`src/rtl/sse_pkg.sv`:
```
`default_nettype none
// ============================================================================
// Module      : sse_pkg
// Description : Shared word width, default watchdog limit and feeder FSM state
//               encoding for the SSE sample feeder.
// Revision    : 1.0 - initial release
// ============================================================================
package sse_pkg;

    localparam int WORD            = 32;
    localparam int TIMEOUT_DEFAULT = 1024;

    typedef enum logic [1:0] {
        S_IDLE   = 2'd0,
        S_START  = 2'd1,
        S_STREAM = 2'd2
    } feeder_state_t;

endpackage
`default_nettype wire

```
`src/rtl/sse_sample_ram.sv`:
```
`default_nettype none
// ============================================================================
// Module      : sse_sample_ram
// Description : Two DEPTH x WORD sample banks with one bank-selected write
//               port and a shared-address synchronous read of both banks.
//               The read registers are the A/B pair presented to the engine.
// Revision    : 1.0 - initial release
// ============================================================================
module sse_sample_ram
    import sse_pkg::*;
#(
    parameter int DEPTH = 16,
    parameter int AW    = 4
) (
    input  logic            clk,
    input  logic            rst,
    input  logic            i_wr_en,
    input  logic            i_wr_sel,
    input  logic [AW-1:0]   i_wr_addr,
    input  logic [WORD-1:0] i_wr_data,
    input  logic            i_rd_en,
    input  logic [AW-1:0]   i_rd_addr,
    output logic [WORD-1:0] o_rd_a,
    output logic [WORD-1:0] o_rd_b
);

    logic [WORD-1:0] r_bank_a [DEPTH];
    logic [WORD-1:0] r_bank_b [DEPTH];
    logic [WORD-1:0] r_rd_a;
    logic [WORD-1:0] r_rd_b;

    // Bank write; storage is deliberately unreset so samples survive rst.
    always_ff @(posedge clk) begin
        if (i_wr_en) begin
            if (i_wr_sel) begin
                r_bank_b[i_wr_addr] <= i_wr_data;
            end else begin
                r_bank_a[i_wr_addr] <= i_wr_data;
            end
        end
    end

    // Read registers load only on request and otherwise hold the current pair.
    always_ff @(posedge clk) begin
        if (rst) begin
            r_rd_a <= '0;
            r_rd_b <= '0;
        end else if (i_rd_en) begin
            r_rd_a <= r_bank_a[i_rd_addr];
            r_rd_b <= r_bank_b[i_rd_addr];
        end
    end

    assign o_rd_a = r_rd_a;
    assign o_rd_b = r_rd_b;

endmodule
`default_nettype wire

```
`src/rtl/sse_sample_feeder.sv`:
```
`default_nettype none
// ============================================================================
// Module      : sse_sample_feeder
// Description : Streams stored A/B sample pairs into the SSE engine on its
//               next requests, pulses the engine reset at run start, captures
//               the result on ready and guards the run with a watchdog.
// Revision    : 1.0 - initial release
// ============================================================================
module sse_sample_feeder
    import sse_pkg::*;
#(
    parameter int DEPTH   = 16,
    parameter int AW      = 4,
    parameter int TIMEOUT = TIMEOUT_DEFAULT
) (
    input  logic            clk,
    input  logic            rst,
    input  logic            wr_en,
    input  logic            wr_sel,
    input  logic [AW-1:0]   wr_addr,
    input  logic [WORD-1:0] wr_data,
    input  logic [AW:0]     len,
    input  logic            go,
    output logic [WORD-1:0] A,
    output logic [WORD-1:0] B,
    output logic            stop,
    output logic            sse_rst,
    input  logic            next,
    input  logic            ready,
    input  logic [WORD-1:0] Y,
    output logic            busy,
    output logic            done,
    output logic [WORD-1:0] result,
    output logic            err
);

    localparam int         WDW     = $clog2(TIMEOUT + 1);
    localparam logic [AW:0] c_depth = (AW+1)'(DEPTH);

    feeder_state_t   r_state;
    feeder_state_t   w_state_nxt;
    logic [AW-1:0]   r_idx;
    logic [AW:0]     r_len;
    logic [WDW-1:0]  r_wdog;
    logic            r_stop;
    logic            r_sse_rst;
    logic            r_busy;
    logic            r_done;
    logic [WORD-1:0] r_result;
    logic            r_err;

    logic            w_load;
    logic            w_adv;
    logic            w_capture;
    logic            w_timeout;
    logic            w_reject;
    logic            w_len_bad;
    logic            w_can_adv;
    logic            w_wr;
    logic [AW:0]     w_idx_inc;
    logic [AW:0]     w_idx_inc2;
    logic [AW-1:0]   w_rd_addr;

    assign w_len_bad  = (len == '0) || (len > c_depth);
    assign w_idx_inc  = {1'b0, r_idx} + (AW+1)'(1);
    assign w_idx_inc2 = w_idx_inc + (AW+1)'(1);
    // idx < len-1 rewritten as idx+1 < len to avoid underflow
    assign w_can_adv  = (w_idx_inc < r_len);
    assign w_wr       = wr_en && (r_state == S_IDLE);
    assign w_rd_addr  = w_load ? '0 : w_idx_inc[AW-1:0];

    // Next-state and per-edge action decode; ready beats next, next beats the watchdog.
    always_comb begin
        w_state_nxt = r_state;
        w_load      = 1'b0;
        w_adv       = 1'b0;
        w_capture   = 1'b0;
        w_timeout   = 1'b0;
        w_reject    = 1'b0;
        case (r_state)
            S_IDLE: begin
                if (go) begin
                    if (w_len_bad) begin
                        w_reject = 1'b1;
                    end else begin
                        w_load      = 1'b1;
                        w_state_nxt = S_START;
                    end
                end
            end
            S_START: begin
                w_state_nxt = S_STREAM;
            end
            S_STREAM: begin
                if (ready) begin
                    w_capture   = 1'b1;
                    w_state_nxt = S_IDLE;
                end else if (next && w_can_adv) begin
                    w_adv = 1'b1;
                end else if (r_wdog == WDW'(TIMEOUT - 1)) begin
                    w_timeout   = 1'b1;
                    w_state_nxt = S_IDLE;
                end
            end
            default: begin
                w_state_nxt = S_IDLE;
            end
        endcase
    end

    // State, index, watchdog and registered outputs.
    always_ff @(posedge clk) begin
        if (rst) begin
            r_state   <= S_IDLE;
            r_idx     <= '0;
            r_len     <= '0;
            r_wdog    <= '0;
            r_stop    <= 1'b0;
            r_sse_rst <= 1'b0;
            r_busy    <= 1'b0;
            r_done    <= 1'b0;
            r_result  <= '0;
            r_err     <= 1'b0;
        end else begin
            r_state   <= w_state_nxt;
            r_sse_rst <= w_load;
            r_done    <= w_capture;
            r_busy    <= (w_state_nxt != S_IDLE);
            if (w_load) begin
                r_idx  <= '0;
                r_len  <= len;
                r_stop <= (len == (AW+1)'(1));
                r_wdog <= '0;
            end else if (w_adv) begin
                r_idx  <= r_idx + AW'(1);
                r_stop <= (w_idx_inc2 == r_len);
                r_wdog <= '0;
            end else if ((r_state == S_STREAM) && !w_capture && !w_timeout) begin
                r_wdog <= r_wdog + WDW'(1);
            end
            if (w_capture) begin
                r_result <= Y;
            end
            if (w_load) begin
                r_err <= 1'b0;
            end else if (w_reject || w_timeout) begin
                r_err <= 1'b1;
            end
        end
    end

    sse_sample_ram #(
        .DEPTH (DEPTH),
        .AW    (AW)
    ) u_ram (
        .clk       (clk),
        .rst       (rst),
        .i_wr_en   (w_wr),
        .i_wr_sel  (wr_sel),
        .i_wr_addr (wr_addr),
        .i_wr_data (wr_data),
        .i_rd_en   (w_load || w_adv),
        .i_rd_addr (w_rd_addr),
        .o_rd_a    (A),
        .o_rd_b    (B)
    );

    assign stop    = r_stop;
    assign sse_rst = r_sse_rst;
    assign busy    = r_busy;
    assign done    = r_done;
    assign result  = r_result;
    assign err     = r_err;

endmodule
`default_nettype wire
```
`config.mk`:
```
export PLATFORM = sky130hd
export DESIGN_NAME = sse_sample_feeder
export DESIGN_NICKNAME = d
export VERILOG_FILES = /design/src/rtl/sse_pkg.sv /design/src/rtl/sse_sample_ram.sv /design/src/rtl/sse_sample_feeder.sv
export SDC_FILE = /design/constraint.sdc
export NUM_CORES = 1
export LEC_CHECK = 0
export CAP_MARGIN = 25
export CORE_ASPECT_RATIO = 0.6
export CORE_MARGIN = 4
export CORE_UTILIZATION = 60
export DETAILED_ROUTE_END_ITERATION = 12
export PLACE_DENSITY = 0.79
export SLEW_MARGIN = 20
export SYNTH_ARGS = -nofsm -noshare
export SYNTH_HDL_FRONTEND = slang
export SYNTH_SLANG_ARGS = --single-unit
```
`constraint.sdc`:
```
create_clock -name clk -period 5.6 [get_ports clk]
set_input_delay 0.84 -clock clk [delete_from_list [all_inputs] [get_ports clk]]
set_output_delay 0.84 -clock clk [all_outputs]
set_load 0.005 [all_outputs]
```
-- After elaboration in Yosys (flattened, before gate mapping)
Memories as Yosys holds them, arrays and structs flattened. A register that Yosys moved wholly into a read port is not among the register bits.
Index checks and enable logic that the tools add are counted.
- $add $sub $neg: 4
- order comparisons: 2
- equal/unequal tests: 5
- muxes and demuxes: 30
- reductions and logical operators: 15
- operator list (operator ; number):
    two-way mux 1 bit ; 23
    adder 11 x 1 -> 11 bit, second input constant ; 1
    == test 11 x 10 -> 1 bit, second input constant ; 1
    two-way mux 2 bit ; 5
    one-hot mux 2 bit (3 select lines) ; 1
    adder 4 x 1 -> 5 bit, second input constant ; 1
    adder 5 x 1 -> 5 bit, second input constant ; 1
    == test 5 x 1 -> 1 bit, second input constant ; 1
    == test 5 bit ; 1
    > comparator 5 bit, second input constant ; 1
    logical NOT 5 bit ; 1
    less-than comparator 5 bit ; 1
    adder 4 x 1 -> 4 bit, second input constant ; 1
    logical AND 1 bit ; 4
    two-way mux 4 bit ; 1
    nonzero test 2 bit ; 2
    logical OR 1 bit ; 3
    OR reduction 3 bit ; 1
    == test 2 x 1 -> 1 bit, second input constant ; 1
    == test 2 bit, second input constant ; 1
    logical NOT 1 bit ; 2
    logical NOT 2 bit ; 1
    OR reduction 2 bit ; 1
- flip-flop bits (word level): 59
- memory bits (writable): 1024
- bits of input ports: 80
- output and inout bits: 101
- logic and storage cells: 68
- memories: 2
- memory list (name ; words ; width ; rd ports ; clocked after Yosys merged registers in ; write ports ; RTL line ; source):
    u_ram.r_bank_a ; 16 ; 32 ; 1 ; 1 ; 1 ; sse_sample_ram.sv:27 ; logic [WORD-1:0] r_bank_a [DEPTH];
    u_ram.r_bank_b ; 16 ; 32 ; 1 ; 1 ; 1 ; sse_sample_ram.sv:28 ; logic [WORD-1:0] r_bank_b [DEPTH];

-- Longest topological paths before layout
- depth after elaboration: 8
- mapped depth: 17
- depth with buffers taken out: 10

-- Modules after synthesis
From an unflattened synthesis, not the netlist that was laid out.
- cell total of the unflattened synthesis: 2756
- area, all modules: 44337.5 um^2
- by module, submodules not included (module ; times used ; cells each ; area an instance (um^2) ; seq. area each (um^2)):
    sse_sample_ram ; 1 ; 2433 ; 41727.5 ; 32030.7
    sse_sample_feeder ; 1 ; 323 ; 2610.0 ; 1181.1

-- Least setup slack after synthesis
OpenSTA, ideal clock, no wires.
- path kind: input -> register
- start point: in wr_addr[0]
- end point: mem u_ram.r_bank_a[1][0] (enable)
- library setup time: 0.461 ns
- arrival: 3.807 ns
- data required time: 5.139 ns
- path slack: 1.332 ns
- stages: 4
- path buffers: 1
- cell sequence: clkbuf_1 > nand2b_1 > or3_1 > nor3_1
- RTL lines (what ; RTL line ; source):
    start: declaration ; sse_sample_feeder.sv:20 ; input logic [AW-1:0] wr_addr,
    end: declaration ; sse_sample_ram.sv:27 ;
No word-level cell before the write port.

-- Final worst setup path
- start point: reg r_idx[0]
- end point: reg u_ram.r_rd_a[13], in the netlist u_ram.o_rd_a[13], read port of u_ram.r_bank_a
- cells in the longest elaborated chain, start to end: 7
- elaborated cells between the ends (all ways): 8
- classes of those cells: add/sub: 1; order compare: 1; mux: 4; reduce/logical: 2
- ends and longest elaborated chain (what ; RTL line ; source):
    start: declaration ; sse_sample_feeder.sv:42 ; logic [AW-1:0] r_idx;
    start signal: assignment ; sse_sample_feeder.sv:135 ; r_idx <= r_idx + AW'(1);
    adder 4 x 1 -> 5 bit * ; sse_sample_feeder.sv:65 ; assign w_idx_inc = {1'b0, r_idx} + (AW+1)'(1);
    net w_idx_inc[1] ; sse_sample_feeder.sv:60 ; logic [AW:0] w_idx_inc;
    less-than comparator 5 bit ; sse_sample_feeder.sv:68 ; assign w_can_adv = (w_idx_inc < r_len);
    logical AND 1 bit ; sse_sample_feeder.sv:98 ; end else if (next && w_can_adv) begin
    two-way mux 1 bit ; sse_sample_feeder.sv:98 ;
    two-way mux 1 bit ; sse_sample_feeder.sv:95 ; if (ready) begin
    two-way mux 1 bit ; sse_sample_feeder.sv:80 ; case (r_state)
    logical OR 1 bit ; sse_sample_feeder.sv:162 ; .i_rd_en (w_load || w_adv),
    end: declaration ; sse_sample_ram.sv:29 ; logic [WORD-1:0] r_rd_a;
The timed path passes the listed nets; every way through them passes the cells marked *.
A chain may end at the register's enable or synchronous reset.

==> flow_summary_export.csv <==
group,metric,value,unit
setup_path,critPathKind,"flip-flop to flip-flop",
drt,drc_errors,0,
drt,wirelength,117,mm
setup_path,slowest_delay,0.81,ns
power,swShare,20.7,%
cts,postCtsSetupRepairBufs,0,
synth,synth.most_common_cell,"edfxtp_1",
sta,finClkSkew,0.0246,ns
global_routing,grtUsageTotal,29.4,%
cts,cts-root-buf,"clkbuf_16",
synth,synth_fa_ha_area_share,0.224,%
floorplanning,rows,77,
synth,synth-simple-area-share,3.24,%
sta,finalCriticalPeriod,4.47,ns
cts,cts_resized,0,
finish,final_util,69.3,%
power,power_leakage,0.0163,uW
synth,synth_xor_area_share,0.390,%
sta,tightestPinTransition,1.10,ns
synth,synthFlopType,"edfxtp_1",
power,peakVddDrop,0.414,mV
sta,finalSetupViolCount,0,
global_routing,grt_overflow,0,
synth,syn_avg_cell_area,16.8,um2
cts,cts_tree,"done",
floorplanning,ios,181,
cts,cts.sinks,1147,
synth,netlist_top_cells_count,"edfxtp_1, a21oi_1, nor2_1, o21ai_0, mux4_2",
floorplanning,initial_core_util,60.6,%
sta,timing.fmax,224,MHz
setup_path,required,6.15,ns
finish,final_cells,3899,
synth,ys_async_sr_fraction,0,%
setup_path,cpMostUsedCell,"buf_4",
setup_path,arrival,5.02,ns
power,combPwrFrac,4.2,%
floorplanning,dieWidth,360,um
run_status,status,"finished, final reports clean",
synth,syn-num-nets,2744,
synth,ys_seq_area_share,74.4,%
setup_path,worstPathCellList,"buf_4, inv_2, ha_4, inv_1, ha_1, nor2b_1, o2111ai_1, and4_1, nor2_4, buf_4, a21oi_1, a311oi_1",
synth,synth_compound_gate_area_share,9.96,%
global_routing,first_global_vias,26000,
global_routing,grt_pass1_wl,171,mm
sta,tns,0,ns
cts,ctsHoldBuffers,0,
power,fin_total_pwr,17200,uW
synth,synth_area_leaders,"edfxtp_1, mux4_2, dfxtp_1",
power,p_switching,3550,uW
power,power_frac_seq,55.1,%
sta,slew_violations,0,
synth,synth_cell_types,52,
floorplanning,dieArea,79000,um2
floorplanning,core_area,73700,um2
synth,synthCells,2656,
drt,route.detailed.wl_per_inst,30.0,um
finish,drive_gt1_share,18.2,%
drt,drtAntennaViolNets,0,
synth,synth_area,44600,um2
finish,synthToLayoutAreaGrowth,14.4,%
worst_hold_path,hold_class,"flip-flop to flip-flop",
flow_run,max-cap-violations,0,
cts,numCtsBuffers,97,
floorplanning,fp.dieH,219,um
synth,synth_top_cell_by_area,"edfxtp_1",
sta,fin_crit_sh,79.9,%
setup_path,cp_num_buf_inv,4,
cts,cts_buffer_depth,3,
synth,synth.area.mux_share,9.57,%
placement,place_congestion,0.798,
cts,insertion_delay,0.69,ns
setup_path,path_delay_family,"buffers and inverters",
sta,rsz0062_at_grt,"false",
cts,htreeDepth,3,
sta,holdWs,0.456,ns
drt,vias,26300,
global_routing,antenna_found_initial,9,
drt,dr.pass1.iters,6,
sta,hold_viol_final,0,
synth,netlist.area_leader.share,68.9,%
setup_path,startpoint_type,"flip-flop",
setup_path,end_kind,"flip-flop",
synth,ys_ff_latch,1147,
drt,first_iter_violations,3869,
sta,maxSlewHeadroom,26.8,%
synth,synth_top_family_by_area,"compound AO/OA/AOI/OAI gates",
finish,nets,2913,
global_routing,grt_max_degree,139,
power,p_per_area,337,nW/um2
power,p_int,13600,uW
setup_path,slowest_stage,"nor2_4",
synth,synth_warnings,0,
placement,hpwlAfterDp,64.4,mm
setup_path,worstPathMaxFanout,46,
power,clockPowerShare,40.7,%
cts,clk_pin_slew,0.07,ns
placement,portBuffers,180,
synth,synth_edf_count,1024,
drt,vias_per_cell,6.74,
finish,nFillCells,4531,
placement,placed_cells,3707,
-- through the flow --
step                      cell area [um2]  setup slack [ns]
final                               51000              1.13
after global routing                51000             0.841
after CTS                           51000              1.17
after detailed placement            47700              1.25
after global placement              47500              1.40
after floorplan                     44600              1.33
-- power by group through the flow --
stage / Clock (uW) / Sequential (uW) / Combinational, uW
final: 7000 / 9460 / 716
after global routing: 7440 / 9460 / 759
after CTS: 7050 / 9470 / 708
after detailed placement: 0 / 9650 / 703
after global placement: 0 / 9650 / 661
after floorplan: 0 / 9630 / 298
-- layout by cell type (no fill, tap or decap), types with 7 or more instances in the layout --
cell	n
nand3_1	14
mux2i_1	64
a22o_1	63
clkbuf_8	15
xnor2_1	16
bufinv_16	10
nor2_4	26
o211ai_1	65
o22ai_1	63
a311oi_1	30
a21oi_1	238
nand2_1	89
buf_12	10
clkbuf_1	20
mux4_2	128
mux2_2	64
buf_2	18
o21ai_1	50
dfxtp_1	122
o21ai_0	144
buf_4	58
a311oi_2	35
nand2b_1	8
ha_1	7
edfxtp_1	1024
nor2_1	146
clkbuf_16	101
clkinv_2	17
inv_1	7
clkdlybuf4s50_1	161
nor3_2	8
clkinv_1	11
-- final timing paths --
check	cells past startpoint	endpoint	start	slack (ns)
max	12	u_ram.o_rd_a[13]$_SDFFE_PP0P_	r_idx[0]$_SDFFE_PP0P_	1.13
min	2	result[20]$_SDFFE_PP0P_	result[20]$_SDFFE_PP0P_	0.46
max reg2reg	12	u_ram.o_rd_a[13]$_SDFFE_PP0P_	r_idx[0]$_SDFFE_PP0P_	1.13
min reg2reg	2	result[20]$_SDFFE_PP0P_	result[20]$_SDFFE_PP0P_	0.46
-- worst reg2reg max path, delay by kind of cell, from the launching register on --
| kind | cells | cell delay, ns |
|---|---|---|
| buffers and inverters | 4 | 1.43 |
| AO/OA/AOI/OAI | 3 | 0.72 |
| flip-flops | 1 | 0.36 |
| adder cells (fa/ha/maj) | 2 | 0.59 |
| AND/OR/NAND/NOR | 3 | 1.25 |
-- sequential cells by signal, indices dropped and copies added (netlist names) --
register,flops
err,1
u_ram.o_rd_a,32
r_wdog,11
done,1
r_len,5
u_ram.r_bank_a,512
r_idx,4
stop,1
r_state,2
busy,1
u_ram.o_rd_b,32
result,32
u_ram.r_bank_b,512
sse_rst,1
-- kinds of logic (layout without fill, tap and decap cells) --
kind of cell	count (synthesis)	count (layout)
AOI/OAI and AO/OA	695	695
other	0	3
adders and majority gates	8	8
muxes	258	258
DFF	1147	1147
xor gates and xnor gates	19	19
buffers and inverters	197	450
and+or+nand+nor	332	332
-- final cells by class --
| type | count | area [um2] | share of cell area, % |
|---|---|---|---|
| clock buffer | 136 | 2810 | 5.50 |
| inverter | 10 | 45.0 | 0.0883 |
| clock inverter | 47 | 498 | 0.976 |
| antenna | 3 | 7.51 | 0.0147 |
| tap | 987 | 1230 | 2.42 |
| multi-input combinational | 1312 | 10700 | 21.0 |
| sequential | 1147 | 33200 | 65.1 |
| timing repair buffer | 257 | 2500 | 4.91 |
-- metal layers --
layer	vias to the layer above	GRT usage, %	routed length (um)
li1	10900	-	-
met1	13200	42.4	45300
met2	1891	43.7	53100
met3	253	8.84	15100
met4	8	9.18	3270
met5	-	0	50
Power figures use the tool's default switching activity.
